`config.mk`:
```
export PLATFORM = sky130hd
export DESIGN_NAME = ula_control_seq_flat
export DESIGN_NICKNAME = d
export VERILOG_FILES = /design/src/rtl/ula_control_seq_if.sv /design/src/rtl/ula_control_seq.sv /design/src/flat_wrapper.sv
export SDC_FILE = /design/constraint.sdc
export NUM_CORES = 1
export LEC_CHECK = 0
export ABC_CLOCK_PERIOD_IN_PS = 1800
export BUFFER_PORTS_ARGS = -buffer_cell sky130_fd_sc_hd__buf_2
export CORE_ASPECT_RATIO = 0.7
export CORE_UTILIZATION = 45
export CTS_CLUSTER_DIAMETER = 120
export CTS_CLUSTER_SIZE = 8
export DETAILED_ROUTE_END_ITERATION = 10
export HOLD_SLACK_MARGIN = 0.06
export PLACE_DENSITY = 0.69
export SLEW_MARGIN = 10
export SYNTH_ARGS = -nofsm -noshare
export SYNTH_HDL_FRONTEND = slang
export SYNTH_SLANG_ARGS = --single-unit
```
`constraint.sdc`:
```
create_clock -name clock -period 1.8 [get_ports clock]
set_clock_uncertainty 0.05 [all_clocks]
set_input_delay 0.09 -clock clock [delete_from_list [all_inputs] [get_ports clock]]
set_output_delay 0.09 -clock clock [all_outputs]
set_load 0.01 [all_outputs]
```
`src/rtl/ula_control_seq_if.sv`:
```
// Handshake and decode bus between the main control FSM and the ALU-control sequencer.
interface ula_control_seq_if #(
  parameter int unsigned SEL_W = 3
);
  logic             start;
  logic [5:0]       opcode;
  logic [5:0]       funct;
  logic [SEL_W-1:0] seletor;
  logic             md_start;
  logic             md_op;
  logic             busy;
  logic             done;
  logic             illegal;

  modport master (
    output start, opcode, funct,
    input  seletor, md_start, md_op, busy, done, illegal
  );

  modport slave (
    input  start, opcode, funct,
    output seletor, md_start, md_op, busy, done, illegal
  );
endinterface

```
`src/rtl/ula_control_seq.sv`:
```
// Registered ALU-control decoder that also sequences multi-cycle mult/div
// operations with a busy/done handshake toward the control FSM.
module ula_control_seq #(
  parameter int unsigned SEL_W     = 3,
  parameter int unsigned MD_CYCLES = 32
) (
  input  logic              clock,
  input  logic              reset,
  ula_control_seq_if.slave  bus
);

  localparam int unsigned CNT_W = $clog2(MD_CYCLES + 1);

  typedef enum logic [0:0] {
    IDLE,
    MD_RUN
  } state_t;

  typedef enum logic [1:0] {
    D_SIMPLE,
    D_ILLEGAL,
    D_MULDIV
  } dec_kind_t;

  state_t           state_q, state_d;
  logic [CNT_W-1:0] cnt_q, cnt_d;

  logic [SEL_W-1:0] sel_q, sel_d;
  logic             md_start_q, md_start_d;
  logic             md_op_q, md_op_d;
  logic             busy_q, busy_d;
  logic             done_q, done_d;
  logic             illegal_q, illegal_d;

  dec_kind_t        dec_kind;
  logic [2:0]       dec_code;
  logic             accept;
  logic             last_md_cycle;

  // Opcode 0x00 is the R-type group and is resolved through funct.
  always_comb begin
    dec_kind = D_ILLEGAL;
    dec_code = 3'b000;
    if (bus.opcode == 6'h00) begin
      unique case (bus.funct)
        6'h20, 6'h0d, 6'h13: begin dec_kind = D_SIMPLE; dec_code = 3'b001; end
        6'h22:               begin dec_kind = D_SIMPLE; dec_code = 3'b010; end
        6'h24:               begin dec_kind = D_SIMPLE; dec_code = 3'b011; end
        6'h2a:               begin dec_kind = D_SIMPLE; dec_code = 3'b111; end
        6'h08, 6'h10, 6'h12: begin dec_kind = D_SIMPLE; dec_code = 3'b000; end
        6'h18, 6'h1a:        begin dec_kind = D_MULDIV; dec_code = 3'b000; end
        default:             begin dec_kind = D_ILLEGAL; dec_code = 3'b000; end
      endcase
    end else begin
      unique case (bus.opcode)
        6'h08, 6'h09, 6'h20, 6'h21,
        6'h23, 6'h28, 6'h29, 6'h2b:  begin dec_kind = D_SIMPLE; dec_code = 3'b001; end
        6'h04:                       begin dec_kind = D_SIMPLE; dec_code = 3'b010; end
        6'h05, 6'h06, 6'h07, 6'h0a:  begin dec_kind = D_SIMPLE; dec_code = 3'b111; end
        6'h0f:                       begin dec_kind = D_SIMPLE; dec_code = 3'b000; end
        default:                     begin dec_kind = D_ILLEGAL; dec_code = 3'b000; end
      endcase
    end
  end

  assign accept        = bus.start && (state_q == IDLE);
  assign last_md_cycle = (state_q == MD_RUN) && (cnt_q == CNT_W'(1));

  // State and output registers; reset abandons any in-flight mult/div silently.
  always_ff @(posedge clock) begin
    if (reset) begin
      state_q    <= IDLE;
      cnt_q      <= '0;
      sel_q      <= '0;
      md_start_q <= 1'b0;
      md_op_q    <= 1'b0;
      busy_q     <= 1'b0;
      done_q     <= 1'b0;
      illegal_q  <= 1'b0;
    end else begin
      state_q    <= state_d;
      cnt_q      <= cnt_d;
      sel_q      <= sel_d;
      md_start_q <= md_start_d;
      md_op_q    <= md_op_d;
      busy_q     <= busy_d;
      done_q     <= done_d;
      illegal_q  <= illegal_d;
    end
  end

  always_comb begin
    state_d = state_q;
    cnt_d   = cnt_q;
    unique case (state_q)
      IDLE: begin
        if (accept && (dec_kind == D_MULDIV)) begin
          state_d = MD_RUN;
          cnt_d   = CNT_W'(MD_CYCLES);
        end
      end
      MD_RUN: begin
        cnt_d = cnt_q - CNT_W'(1);
        if (last_md_cycle) begin
          state_d = IDLE;
        end
      end
      default: begin
        state_d = IDLE;
        cnt_d   = '0;
      end
    endcase
  end

  // Computes the next value of every registered output; selector, md_op and
  // illegal hold unless explicitly updated.
  always_comb begin
    sel_d      = sel_q;
    md_op_d    = md_op_q;
    illegal_d  = illegal_q;
    md_start_d = 1'b0;
    busy_d     = 1'b0;
    done_d     = 1'b0;
    unique case (state_q)
      IDLE: begin
        if (accept) begin
          unique case (dec_kind)
            D_SIMPLE: begin
              sel_d     = SEL_W'(dec_code);
              illegal_d = 1'b0;
              done_d    = 1'b1;
            end
            D_MULDIV: begin
              sel_d      = '0;
              md_op_d    = bus.funct[1];
              md_start_d = 1'b1;
              busy_d     = 1'b1;
            end
            default: begin
              sel_d     = '0;
              illegal_d = 1'b1;
              done_d    = 1'b1;
            end
          endcase
        end
      end
      MD_RUN: begin
        busy_d = !last_md_cycle;
        if (last_md_cycle) begin
          done_d    = 1'b1;
          illegal_d = 1'b0;
        end
      end
      default: begin
        busy_d = 1'b0;
      end
    endcase
  end

  assign bus.seletor  = sel_q;
  assign bus.md_start = md_start_q;
  assign bus.md_op    = md_op_q;
  assign bus.busy     = busy_q;
  assign bus.done     = done_q;
  assign bus.illegal  = illegal_q;

  a_md_start_single: assert property (@(posedge clock) disable iff (reset)
    md_start_q |=> !md_start_q);

  a_busy_matches_state: assert property (@(posedge clock) disable iff (reset)
    busy_q == (state_q == MD_RUN));

  a_cnt_in_range: assert property (@(posedge clock) disable iff (reset)
    cnt_q <= CNT_W'(MD_CYCLES));

endmodule

```
`src/flat_wrapper.sv`:
```
// flat-port wrapper written by rule: the top's interface ports become plain ports
module ula_control_seq_flat 
#(
  parameter int unsigned SEL_W     = 3,
  parameter int unsigned MD_CYCLES = 32
)
  (clock, reset, bus_start, bus_opcode, bus_funct, bus_seletor, bus_md_start, bus_md_op, bus_busy, bus_done, bus_illegal);
  ula_control_seq_if #(.SEL_W(SEL_W)) bus_i ();
  input  logic clock;
  input  logic reset;
  input wire logic [$bits(bus_i.start)-1:0] bus_start;
  input wire logic [$bits(bus_i.opcode)-1:0] bus_opcode;
  input wire logic [$bits(bus_i.funct)-1:0] bus_funct;
  output wire logic [$bits(bus_i.seletor)-1:0] bus_seletor;
  output wire logic [$bits(bus_i.md_start)-1:0] bus_md_start;
  output wire logic [$bits(bus_i.md_op)-1:0] bus_md_op;
  output wire logic [$bits(bus_i.busy)-1:0] bus_busy;
  output wire logic [$bits(bus_i.done)-1:0] bus_done;
  output wire logic [$bits(bus_i.illegal)-1:0] bus_illegal;
  assign bus_i.start = bus_start;
  assign bus_i.opcode = bus_opcode;
  assign bus_i.funct = bus_funct;
  assign bus_seletor = bus_i.seletor;
  assign bus_md_start = bus_i.md_start;
  assign bus_md_op = bus_i.md_op;
  assign bus_busy = bus_i.busy;
  assign bus_done = bus_i.done;
  assign bus_illegal = bus_i.illegal;
  ula_control_seq #(.SEL_W(SEL_W), .MD_CYCLES(MD_CYCLES)) u_core (.clock(clock), .reset(reset), .bus(bus_i));
endmodule
```
### Word-level counts from Yosys, hierarchy flattened

Memories as Yosys holds them, arrays and structs flattened.
Index checks and enable logic that the tools add are counted.

| word-level totals | value |
|---|---|
| bits in registers | 15 |
| ROM bits | 256 |
| input bits | 15 |
| output and inout port bits | 8 |
| logic and storage cells | 62 |
| memories | 1 |

Memory list:

| memory | depth | width | read ports | clocked after Yosys merged registers in | write ports | line | text |
|---|---|---|---|---|---|---|---|
| (no name shown) | 64 | 4 | 1 | 0 | 0 | ula_control_seq.sv:55 | `unique case (bus.opcode)` |

| cells by class | value |
|---|---|
| add/sub/neg operators | 1 |
| eq/ne operators | 17 |
| muxes and demuxes | 21 |
| bitwise logic cells | 1 |
| reductions and logical operators | 13 |

Operators by type and width:

| kind | count |
|---|---|
| equality test 6 x 5 -> 1 bit (second input constant) | 5 |
| equality test 6 bit (second input constant) | 4 |
| equality test 6 x 4 -> 1 bit (second input constant) | 2 |
| one-hot mux 3 bit (4 select lines) | 1 |
| one-hot mux 6 bit (2 select lines) | 1 |
| one-hot mux 1 bit (2 select lines) | 5 |
| 2-to-1 mux 1 bit | 9 |
| OR reduction 9 bit | 1 |
| equality test 6 x 1 -> 1 bit (second input constant) | 1 |
| zero test 6 bit | 1 |
| 2-to-1 mux 3 bit | 2 |
| 2-to-1 mux 6 bit | 1 |
| inequality test 2 bit (second input constant) | 3 |
| AND reduction 3 bit | 2 |
| subtractor 6 x 1 -> 6 bit (second input constant) | 1 |
| one-hot mux 2 bit (2 select lines) | 1 |
| OR reduction 2 bit | 2 |
| logical AND 1 bit | 3 |
| OR reduction 3 bit | 1 |
| equality test 2 bit (second input constant) | 1 |
| zero test 2 bit | 1 |
| 2-to-1 mux 2 bit | 1 |
| inequality test 2 x 1 -> 1 bit (second input constant) | 1 |
| AND reduction 2 bit | 1 |
| 2 further kinds | 2 |

### Longest topological paths before layout

| depth | value |
|---|---|
| depth in word-level cells | 8 |
| depth in mapped cells | 7 |

### Worst setup path before layout

No wires, ideal clock.

| path | value |
|---|---|
| kind | register to register |
| from | register u_core.state_q |
| to | register u_core.sel_q[0] (netlist: u_core.bus.seletor[0]) |
| library setup time | 95 ps |
| arrival | 1,231 ps |
| required time | 1,655 ps |
| path slack | 423 ps |
| stages on the path, launching flop included | 6 |
| period minus slack after synthesis | 1,377 ps |
| cell sequence | dfxtp_1 -> inv_1 -> nand2_1 -> and2b_2 -> o211ai_1 -> a221oi_1 |

| on the way | value |
|---|---|
| longest elaborated chain between the ends | 3 |

RTL lines:

| element | line | text |
|---|---|---|
| start: declaration | ula_control_seq.sv:25 | `state_t state_q, state_d;` |
| start signal: assignment | ula_control_seq.sv:81 | `state_q <= state_d;` |
| inverter 1 bit (no source line) * | -- |  |
| logical AND 1 bit | ula_control_seq.sv:66 | `assign accept = bus.start && (state_q == IDLE);` |
| AND reduction 2 bit (no source line) * | -- |  |
| end signal: assignment | ula_control_seq.sv:83 | `sel_q <= sel_d;` |
| end: declaration | ula_control_seq.sv:28 | `logic [SEL_W-1:0] sel_q, sel_d;` |

Mark *: on every way between the ends. The rest lies on a longest branch, timed or not.
A chain may end at the register's enable or synchronous reset.

### Final worst setup path

Same ends and word-level chain as after synthesis.

==> qor.yml <==
start_kind: "register"
clock-root-buffer: "clkbuf_4"
finalHoldViolCount: 0
gr-total-overflow: 0
synth_area_per_cell_um2: 7.59
final_cell_mix: "buf_2, dfxtp_1, nand2_1, nor2_1, a21oi_1"
grt_pass1_wl_mm: 3.19
clock_latency_ns: 0.28
clkTransAtPathRegs_ns: 0.08
crit_slowest_cell: "dfxtp_1"
fin_cells: 167
n_antenna_cell: 0
ant_nets: 0
clockBufferDepth: 2
cellPowerDensity_nw_per_um2: 599
synth_area_leaders: "dfxtp_1, nand2_1, nor2_1"
clock_sinks: 14
critPathKind: "register to register"
synth_area_um2: 933
dpl.cell_count: 162
utilization_pct: 56.5
gr-usage-all-layers_pct: 18.8
p_total_uw: 644
syn_inst: 123
via_per_inst: 5.62
setup_viol: 0
final_nets: 163
ctsHoldBuffers: 1
htreeDepth: 1
status: "finished clean"
slew_viol_final: 0
worst_ir_drop_vdd_mv: 0.371
path_cells: "inv_1 > nand2_1 > and2b_2 > o211ai_1 > a221oi_1"
totalWireLength_mm: 2.07
fp.dieW_um: 56.4
area_growth_pct: 15.1
drtIter0Drc: 20
synth_area_leader_cell: "dfxtp_1"
io_buffers: 22
grt_antenna_before_repair: 0
ios: 23
tns_ns: 0
endpoint_kind: "register"
post-dp-hpwl_mm: 1.58
finalCritPeriodShare_pct: 87.4
path_delay_family: "simple AND/OR/NAND/NOR gates"
gp_congestion: 0.888
ys_ff_latch: 14
wire_per_inst_um: 12.4
cts_tree: "done"
cp.arrival_ns: 1.71
cp_max_fo: 8
synth_top_area_share_pct: 30.0
p_leak_uw: 0.000428
postLayoutCellArea_um2: 1070
coreArea_um2: 1900
final_common_cell: "buf_2"
fmax_mhz: 635
die_area_um2: 2260
fin_crit_ns: 1.57
maxCapViolations: 0
num_vias: 938
die_y_um: 40.1
yosysWarnings: 0
grt_pass1_vias: 733
start_util_pct: 49.0
fp-row-count: 13
ctsResizeCount: 0
first_pass_iters: 4
route.detailed.drc: 0
slew_headroom_pct: 64.5
postCtsSetupBuffers: 0
ys_seq_area_share_pct: 30.0
rrSetupSlack_ns: 0.23
drive_gt1_share_pct: 21.4
cts_made_buffers: 3
rsz0062_at_grt: "no"
dpl-instance-area_um2: 1030
required_ns: 1.94
synth_nets: 140
synthDistinctLibCells: 36
path_buf_inv: 1
hp-class: "input port to register"
worst_pin_slew_ns: 0.525
slowest_delay_ns: 0.35
grt_max_degree: 16
==> area by class of cell <==
| type | count | area, µm² |
|---|---|---|
| Tap cell | 22 | 27.5 |
| Clock buffer | 4 | 36.3 |
| Sequential cell | 14 | 280 |
| Fill cell | 189 | 828 |
| Timing Repair Buffer | 23 | 120 |
| Multi-Input combinational cell | 97 | 584 |
| Inverter | 7 | 26.3 |
==> registers in the layout (all words and copies together) (netlist names) <==
signal,cells
u_core.state_q,1
u_core.bus.md_op,1
u_core.cnt_q,6
u_core.bus.done,1
u_core.bus.seletor,3
u_core.bus.md_start,1
u_core.bus.illegal,1
==> synthesized netlist by cell type <==
cell type      count
and3b_1            1
o21ai_0            8
a21boi_0           1
or2_1              1
nor2b_1            5
nand3_1            3
nand2b_1           2
nor3_1             6
dlygate4sd1_1      1
buf_4              1
a32o_1             1
ha_1               2
a22oi_1            1
a21oi_2            1
inv_1              7
a221oi_1           2
or2_2              2
nand2_1           13
nand3b_1           2
nand4_1            2
o2bb2ai_1          1
o21a_1             1
clkbuf_1           1
a21oi_1            9
a32oi_1            1
o211ai_1           4
o21bai_1           1
nor2_1            13
nor4b_1            2
a31oi_1            3
nor3b_1            4
and2b_2            1
dfxtp_1           14
nor4_4             1
a211oi_1           3
buf_6              2
==> routing by layer <==
metal / wire length, µm / GRT usage [%] / up-vias
met5: 0 / 0 / -
met4: 0 / 0.610 / 0
met3: 106 / 7.42 / 0
met2: 859 / 30.0 / 19
met1: 1100 / 25.5 / 430
li1: - / - / 489
==> where the power goes <==
group | internal (µW) | switching [µW] | total (µW)
combinational | 40.7 | 62.4 | 103
clock | 123 | 101 | 224
sequential | 314 | 2.56 | 317
==> per-stage QoR <==
step	hold slack, ns	worst slack [ns]
after floorplan	0.113	0.423
after global placement	0.350	0.215
after detailed placement	0.355	0.228
after CTS	0.0884	0.213
after global routing	0.0933	0.105
final	0.0920	0.226
==> path summary, 6_finish.rpt <==
kind                                      start                            endpoint  depth (start not counted)
setup / recovery      u_core.state_q$_SDFF_PP0_  u_core.bus.seletor[0]$_SDFFE_PP0P_                          5
hold / removal                            reset        u_core.cnt_q[0]$_SDFFE_PP0P_                          2
setup reg to reg      u_core.state_q$_SDFF_PP0_  u_core.bus.seletor[0]$_SDFFE_PP0P_                          5
hold reg to reg   u_core.bus.md_op$_SDFFE_PP0P_       u_core.bus.md_op$_SDFFE_PP0P_                          2
==> kinds of logic (layout without fill, tap and decap cells) <==
| family | count (synthesis) | after routing | share of synthesized area [%] |
|---|---|---|---|
| adders and majority gates | 2 | 2 | 2.68 |
| DFF | 14 | 14 | 30.0 |
| buffers and inverters | 12 | 34 | 7.37 |
| and+or+nand+nor | 58 | 58 | 34.2 |
| AOI/OAI and AO/OA | 37 | 37 | 25.7 |
Power figures use the tool's default switching activity.
